`src/rtl/draw_score_pkg.sv`:
```
// Shared definitions for the on-screen overlay blocks.
//   vga_t          : VGA bus carried between the draw_* stages (VGA_BUS_SIZE bits)
//   DIGIT_*        : digit cell geometry, reusable by any text overlay
//   seg_map()      : digit -> {a,b,c,d,e,f,g} segment enables
//   cell_select()  : locates a pixel inside a two-digit score field
package draw_score_pkg;

    // VGA bus layout; fields are accessed by name through this struct.
    typedef struct packed {
        logic [10:0] vcount;
        logic        vsync;
        logic        vblnk;
        logic [10:0] hcount;
        logic        hsync;
        logic        hblnk;
        logic [11:0] rgb;
    } vga_t;

    localparam int VGA_BUS_SIZE = $bits(vga_t);

    // Digit geometry in pixels.
    localparam int DIGIT_W     = 24;
    localparam int DIGIT_H     = 40;
    localparam int SEG_T       = 4;
    localparam int DIGIT_PITCH = 32;

    // Digit code that lights no segment (suppressed leading zero).
    localparam logic [3:0] DIGIT_BLANK = 4'hF;

    typedef struct packed {
        logic       hit;
        logic [4:0] col;
        logic [5:0] row;
        logic [3:0] digit;
    } cell_t;

    function automatic logic [6:0] seg_map(input logic [3:0] digit);
        logic [6:0] segs;
        case (digit)
            4'd0:    segs = 7'b1111110;
            4'd1:    segs = 7'b0110000;
            4'd2:    segs = 7'b1101101;
            4'd3:    segs = 7'b1111001;
            4'd4:    segs = 7'b0110011;
            4'd5:    segs = 7'b1011011;
            4'd6:    segs = 7'b1011111;
            4'd7:    segs = 7'b1110000;
            4'd8:    segs = 7'b1111111;
            4'd9:    segs = 7'b1111011;
            default: segs = 7'b0000000;
        endcase
        return segs;
    endfunction

    // Offsets are unsigned, so a pixel left of / above the field wraps to a
    // large value and simply fails the range compare.
    function automatic cell_t cell_select(input logic [10:0] hcount,
                                          input logic [10:0] vcount,
                                          input logic [10:0] xpos,
                                          input logic [10:0] ypos,
                                          input logic [3:0]  score,
                                          input logic        visible);
        cell_t       c;
        logic [10:0] dx;
        logic [10:0] dy;
        logic [10:0] dx_units;
        logic        has_tens;
        logic [3:0]  units;
        c        = '0;
        c.digit  = DIGIT_BLANK;
        dx       = hcount - xpos;
        dy       = vcount - ypos;
        dx_units = dx - 11'(DIGIT_PITCH);
        has_tens = (score >= 4'd10);
        units    = has_tens ? score - 4'd10 : score;
        if (visible && dy < 11'(DIGIT_H)) begin
            c.row = dy[5:0];
            if (dx < 11'(DIGIT_W)) begin
                c.hit   = has_tens;
                c.col   = dx[4:0];
                c.digit = has_tens ? 4'd1 : DIGIT_BLANK;
            end else if (dx_units < 11'(DIGIT_W)) begin
                c.hit   = 1'b1;
                c.col   = dx_units[4:0];
                c.digit = units;
            end
        end
        return c;
    endfunction

endpackage

```
`src/rtl/draw_score_seven_seg.sv`:
```
// seven_seg_pixel: decides whether a cell-relative pixel falls on a lit
// segment of the given digit.
//   digit_i : 0..9, anything else draws nothing
//   col_i   : column inside the cell, 0..DIGIT_W-1
//   row_i   : row inside the cell, 0..DIGIT_H-1
//   lit_o   : pixel belongs to a lit segment
module seven_seg_pixel
    import draw_score_pkg::*;
(
    input  logic [3:0] digit_i,
    input  logic [4:0] col_i,
    input  logic [5:0] row_i,
    output logic       lit_o
);
    logic [6:0] segs;
    logic       top, mid, bot, left, right, upper;

    assign segs  = seg_map(digit_i);
    assign top   = row_i < 6'(SEG_T);
    assign mid   = (row_i >= 6'(DIGIT_H/2 - SEG_T/2)) && (row_i < 6'(DIGIT_H/2 + SEG_T/2));
    assign bot   = row_i >= 6'(DIGIT_H - SEG_T);
    assign left  = col_i < 5'(SEG_T);
    assign right = col_i >= 5'(DIGIT_W - SEG_T);
    assign upper = row_i < 6'(DIGIT_H/2);

    // segs = {a,b,c,d,e,f,g}
    assign lit_o = (segs[6] & top)
                 | (segs[5] & right & upper)
                 | (segs[4] & right & ~upper)
                 | (segs[3] & bot)
                 | (segs[2] & left & ~upper)
                 | (segs[1] & left & upper)
                 | (segs[0] & mid);

endmodule

```
`src/rtl/draw_score.sv`:
```
// draw_score: overlays both players' scores as 7-segment digits on the VGA
// bus, two pclk cycles of latency on every field.
//   pclk_i          : pixel clock
//   rst_ni          : asynchronous active-low reset
//   vga_in_i        : bus from draw_ball
//   score_player*_i : scores 0..15, latched on vsync rise
//   endgame_i       : match-over flag, latched on vsync rise
//   vga_out_o       : bus with the score overlay
module draw_score
    import draw_score_pkg::*;
#(
    parameter logic [10:0] XPOS_P1 = 11'd64,
    parameter logic [10:0] XPOS_P2 = 11'd896,
    parameter logic [10:0] YPOS    = 11'd32,
    parameter logic [11:0] COLOR   = 12'hFF0
) (
    input  logic                    pclk_i,
    input  logic                    rst_ni,
    input  logic [VGA_BUS_SIZE-1:0] vga_in_i,
    input  logic [3:0]              score_player1_i,
    input  logic [3:0]              score_player2_i,
    input  logic                    endgame_i,
    output logic [VGA_BUS_SIZE-1:0] vga_out_o
);
    vga_t       vin;
    logic       vsync_prev_q;
    logic       vsync_rise;
    logic [3:0] score1_q, score2_q;
    logic       endgame_q;
    logic [5:0] frame_q;
    logic       vis1, vis2;
    cell_t      cell1_d, cell2_d, cell1_q, cell2_q;
    vga_t       bus1_q, out_d, out_q;
    logic       lit1, lit2;

    assign vin        = vga_t'(vga_in_i);
    assign vsync_rise = vin.vsync & ~vsync_prev_q;

    // Winner blinks at frame-counter bit 5; a tie makes both sides winners.
    assign vis1 = ~(endgame_q & (score1_q >= score2_q) & frame_q[5]);
    assign vis2 = ~(endgame_q & (score2_q >= score1_q) & frame_q[5]);

    always_comb begin
        cell1_d = cell_select(vin.hcount, vin.vcount, XPOS_P1, YPOS, score1_q, vis1);
        cell2_d = cell_select(vin.hcount, vin.vcount, XPOS_P2, YPOS, score2_q, vis2);
    end

    seven_seg_pixel u_seg_p1 (
        .digit_i (cell1_q.digit),
        .col_i   (cell1_q.col),
        .row_i   (cell1_q.row),
        .lit_o   (lit1)
    );

    seven_seg_pixel u_seg_p2 (
        .digit_i (cell2_q.digit),
        .col_i   (cell2_q.col),
        .row_i   (cell2_q.row),
        .lit_o   (lit2)
    );

    always_comb begin
        out_d = bus1_q;
        if (((cell1_q.hit & lit1) | (cell2_q.hit & lit2)) && !bus1_q.hblnk && !bus1_q.vblnk) begin
            out_d.rgb = COLOR;
        end
    end

    always_ff @(posedge pclk_i or negedge rst_ni) begin
        if (!rst_ni) begin
            vsync_prev_q <= 1'b0;
            score1_q     <= '0;
            score2_q     <= '0;
            endgame_q    <= 1'b0;
            frame_q      <= '0;
            bus1_q       <= '0;
            cell1_q      <= '0;
            cell2_q      <= '0;
            out_q        <= '0;
        end else begin
            vsync_prev_q <= vin.vsync;
            if (vsync_rise) begin
                score1_q  <= score_player1_i;
                score2_q  <= score_player2_i;
                endgame_q <= endgame_i;
                frame_q   <= frame_q + 6'd1;
            end
            bus1_q  <= vin;
            cell1_q <= cell1_d;
            cell2_q <= cell2_d;
            out_q   <= out_d;
        end
    end

    assign vga_out_o = out_q;

endmodule

```
`config.mk`:
```
export PLATFORM = sky130hd
export DESIGN_NAME = draw_score
export DESIGN_NICKNAME = d
export VERILOG_FILES = /design/src/rtl/draw_score_pkg.sv /design/src/rtl/draw_score_seven_seg.sv /design/src/rtl/draw_score.sv
export SDC_FILE = /design/constraint.sdc
export NUM_CORES = 1
export LEC_CHECK = 0
export BUFFER_PORTS_ARGS = -buffer_cell sky130_fd_sc_hd__buf_2
export CAP_MARGIN = 10
export CORE_ASPECT_RATIO = 0.5
export CORE_MARGIN = 2
export CORE_UTILIZATION = 55
export DETAILED_ROUTE_END_ITERATION = 8
export GPL_ROUTABILITY_DRIVEN = 0
export PLACE_DENSITY = 0.87
export SYNTH_ARGS = -nofsm -noshare
export SYNTH_HDL_FRONTEND = slang
export SYNTH_HIERARCHICAL = 1
export SYNTH_SLANG_ARGS = --single-unit
```
`constraint.sdc`:
```
create_clock -name pclk_i -period 6.2 [get_ports pclk_i]
set_input_delay 0.62 -clock pclk_i [delete_from_list [all_inputs] [get_ports pclk_i]]
set_output_delay 0.62 -clock pclk_i [all_outputs]
set_load 0.02 [all_outputs]
```
After elaboration in Yosys (flattened, before gate mapping)
Memory sizes are Yosys's and may differ from the RTL's.
Cells that the tools add are included.
Cells by class
  add/sub/neg operators: 8
  multiply operators: 0
  div/mod/pow operators: 0
  magnitude comparators: 23
  equal/unequal tests: 0
  shift operators: 0
  multiplexer cells: 15
  bitwise logic cells: 47
  reduce and logical (&&, ||, !) cells: 8
Operator list (number)
  11-bit by 5-bit < comparator with 1-bit output (second input constant): 4
  11-bit by 6-bit subtractor with 11-bit output (second input constant): 3
  16-bit two-way mux: 2
  4-bit two-way mux: 8
  1-bit AND: 29
  6-bit by 5-bit < comparator with 1-bit output (second input constant): 4
  6-bit two-way mux: 4
  1-bit OR: 13
  6-bit by 5-bit greater-or-equal comparator with 1-bit output (second input constant): 2
  6-bit greater-or-equal comparator (second input constant): 2
  6-bit by 3-bit < comparator with 1-bit output (second input constant): 2
  12-bit two-way mux: 1
  11-bit by 6-bit < comparator with 1-bit output (second input constant): 1
  11-bit by 10-bit subtractor with 11-bit output (second input constant): 1
  11-bit by 7-bit subtractor with 11-bit output (second input constant): 1
  5-bit greater-or-equal comparator (second input constant): 2
  5-bit by 3-bit < comparator with 1-bit output (second input constant): 2
  4-bit greater-or-equal comparator: 2
  4-bit greater-or-equal comparator (second input constant): 2
  4-bit subtractor (second input constant): 2
  6-bit by 1-bit adder with 6-bit output (second input constant): 1
  1-bit logical AND: 6
  1-bit NOT: 5
  1-bit logical NOT: 2
Word-level totals
  flip-flop bits (word level): 123
  bits in latches: 0
  RAM bits: 0
  memory bits (read-only): 224
  input port bits: 49
  output and inout port bits: 38
  word-level logic and storage cells: 129
  memories: 2
Memory list
  (name not given): words 16, width 7, rd ports 1, clocked after Yosys merged registers in 0, write ports 0, line draw_score_pkg.sv:39  | case (digit)
  (name not given): words 16, width 7, rd ports 1, clocked after Yosys merged registers in 0, write ports 0, line draw_score_pkg.sv:39

Longest topological paths before layout
  depth after elaboration: 14
  depth in mapped cells: 11

By module
Netlist, hierarchy kept.
Modules (own cells, without submodules)
  draw_score: times used 1, cells an instance 302, area an instance 4334.2 um^2, sequential area each 3078.0 um^2
  seven_seg_pixel: times used 2, cells an instance 41, area an instance 282.8 um^2, sequential area each 0.0 um^2

Worst setup path after synthesis
OpenSTA, ideal clock, no wires.
  path type: reg-to-reg
  start point: register cell1_q[1] (netlist name)
  end point: register out_q (netlist bit vga_out_o[0])
  setup time: 0.119 ns
  arrival time: 2.092 ns
  setup slack: 3.989 ns
  cell stages (with the launch flop): 11
  buffers on the path: 1
  period minus slack after synthesis: 2.211 ns
  cell sequence: dfrtp_1 inv_1 ha_1 mux2_1 a21oi_1 a211oi_1 o21ai_1 a22oi_1 or3_1 clkbuf_1 and2_1
RTL lines
  start, declared: line draw_score.sv:32  | cell_t cell1_d, cell2_d, cell1_q, cell2_q;
  start signal, assigned: line draw_score.sv:89  | cell1_q <= cell1_d;
  end signal, assigned: line draw_score.sv:91  | out_q <= out_d;
  end, declared: line draw_score.sv:33  | vga_t bus1_q, out_d, out_q;

==> impl_metrics.env <==
export IMPL_end_kind="flop"
export IMPL_switching_power_uw=469.2
export IMPL_drive_gt1_share_pct=28.57
export IMPL_comb_power_share_pct=8.8
export IMPL_max_cap_viol_count=0
export IMPL_die_h_microns=69.45
export IMPL_finClkSkew_ns=0.008611
export IMPL_port_buffers=86
export IMPL_max_vdd_ir_drop_mv=0.2111
export IMPL_worst_setup_path_start_kind="flop"
export IMPL_cp_cell_sequence="inv_1 > ha_1 > mux2_1 > a21oi_1 > a211oi_1 > o21ai_1 > a22oi_1 > or3_1 > and2_1"
export IMPL_cts_tree="yes"
export IMPL_clk_pin_slew_ns=0.05
export IMPL_io_pin_count=87
export IMPL_p_clk_share_pct=47.8
export IMPL_htreeDepth=4
export IMPL_fill_cells=533
export IMPL_first_global_vias=3210
export IMPL_die_area_sq_mm=0.009369
export IMPL_die_w_microns=134.9
export IMPL_hold_buffers=0
export IMPL_antenna_found_initial=0
export IMPL_crit_path_max_incr_delay_ns=0.51
export IMPL_syn_inst=372
export IMPL_pre_cts_slack_ns=3.711
export IMPL_crit_type="flop to flop"
export IMPL_insertion_delay_ns=0.41
export IMPL_cts_sinks=117
export IMPL_wl_per_cell_microns=15.95
export IMPL_hpwl_mm=6.181
export IMPL_cellLeakagePower_uw=0.002768
export IMPL_netlist_area_sq_mm=0.004712
export IMPL_power_density_mw_per_mm2=338.3
export IMPL_dp_cells=564
export IMPL_root_buffer="clkbuf_16"
export IMPL_cts_made_buffers=17
export IMPL_post_cts_buffers=0
export IMPL_avgSynthCellArea_sq_um=12.67
export IMPL_fmax_mhz=388.7
export IMPL_hold_path_class="primary input to async pin"
export IMPL_fin_setup_tns_ns=0
export IMPL_fin_cells=595
export IMPL_ant_nets=0
export IMPL_p_sw_share_pct=23.89
export IMPL_multi_input_area_sq_mm=0.001653
export IMPL_p_seq_share_pct=43.5
export IMPL_drc=0
export IMPL_power_internal_uw=1495
export IMPL_final_cell_mix="117 x dfrtp_1, 85 x buf_2, 25 x ha_1, 21 x nand2_1, 21 x and2_1"
export IMPL_status="finished, final reports clean"
export IMPL_syn2layout_area_growth_pct=23.18
export IMPL_crit_path_top_delay_cell="dfrtp_1"
export IMPL_whs_ns=0.1550
export IMPL_nets=545
export IMPL_num_vias=3094
export IMPL_grt_pass1_wl_mm=15.78
export IMPL_final_common_cell="dfrtp_1"
export IMPL_routed_via_density=5.200
export IMPL_ys_warnings_count=6
export IMPL_arrival_ns=2.87
export IMPL_layout_setup_ws_ns=3.627
export IMPL_finalHoldViolations=0
export IMPL_required_ns=6.49
export IMPL_rr_startpoint="cell2_q[1]"
export IMPL_seq_area_sq_mm=0.002928
export IMPL_core_sq_mm=0.008144
export IMPL_synth_nets=446
export IMPL_drv_slew=0
export IMPL_setup_viol=0
export IMPL_max_slew_margin_rel_pct=35.10
export IMPL_drtIter0Drc=152
export IMPL_fin_crit_ns=2.573
export IMPL_cts_resized=0
export IMPL_initial_core_util_pct=57.86
export IMPL_track_usage_pct=22.43
export IMPL_crit_fanout=12
export IMPL_firstDrtPassIters=4
export IMPL_power_total_uw=1964
export IMPL_drt_wl_total_mm=9.493
export IMPL_grt_overflow=0
export IMPL_rows=23
export IMPL_crit_start="cell2_q[1]"
export IMPL_fin_crit_sh_pct=41.50
export IMPL_antenna_cells=0
export IMPL_worst_pin_slew_ns=0.9735
export IMPL_clock_path_buffers=2
export IMPL_grt_max_degree=83
export IMPL_rsz0062_at_grt="false"
-- final timing paths --
| check | end | slack [ns] | cells after the start |
|---|---|---|---|
| max | vga_out_o[3] | 3.63 | 9 |
| min | vga_out_o[20] | 0.15 | 1 |
| max reg2reg | vga_out_o[3] | 3.63 | 9 |
| min reg2reg | vga_out_o[13] | 0.34 | 0 |
| max in group asynchronous | cell1_q[7] | 4.71 | 2 |
| min in group pclk_i | bus1_q[1] | 0.31 | 1 |
-- per-stage QoR --
step / util [%] / area (sq um)
finish: 71.27 / 5804
global route: 71.27 / 5804
CTS: 71.27 / 5804
detailed placement: 64.30 / 5236
global placement: 64.30 / 5236
floorplan: - / 4712
-- power by group through the flow --
stage	combinational (uW)	clock, uW	sequential [uW]
after floorplan	84.0	0	873
after global placement	160	0	861
after detailed placement	170	0	864
after CTS	174	948	853
after global routing	193	988	860
final	172	938	854
-- sequential cells by signal, summed over array words and instances, names as in the netlist --
name,count
vga_out_o,38
frame_q,6
bus1_q,38
endgame_q,1
score1_q,4
score2_q,4
cell1_q,13
cell2_q,13
-- worst max-delay path: cells and delay by family, from the launching register on --
kind                       cells  cell delay (ns)
AOI/OAI and AO/OA              4             0.52
adders and majority gates      1             0.24
buffers and inverters          1             0.14
DFF                            1             0.51
muxes                          1             0.30
and+or+nand+nor                2             0.74
-- layout make-up --
type	count	area share, %
Clock buffer	22	7.997
Clock inverter	9	1.789
Inverter	18	1.164
Multi-Input combinational cell	229	28.48
Sequential cell	117	50.44
Tap cell	112	2.414
Timing Repair Buffer	88	7.717
-- layer usage --
layer	routed length [microns]	vias to the layer above	GRT usage, %
met4	166	0	9.357
met3	549	19	7.091
li1	-	1460	-
met2	4743	98	36.49
met5	0	-	0
met1	4034	1517	28.00
Note: power is estimated with default switching activity, not from simulation.
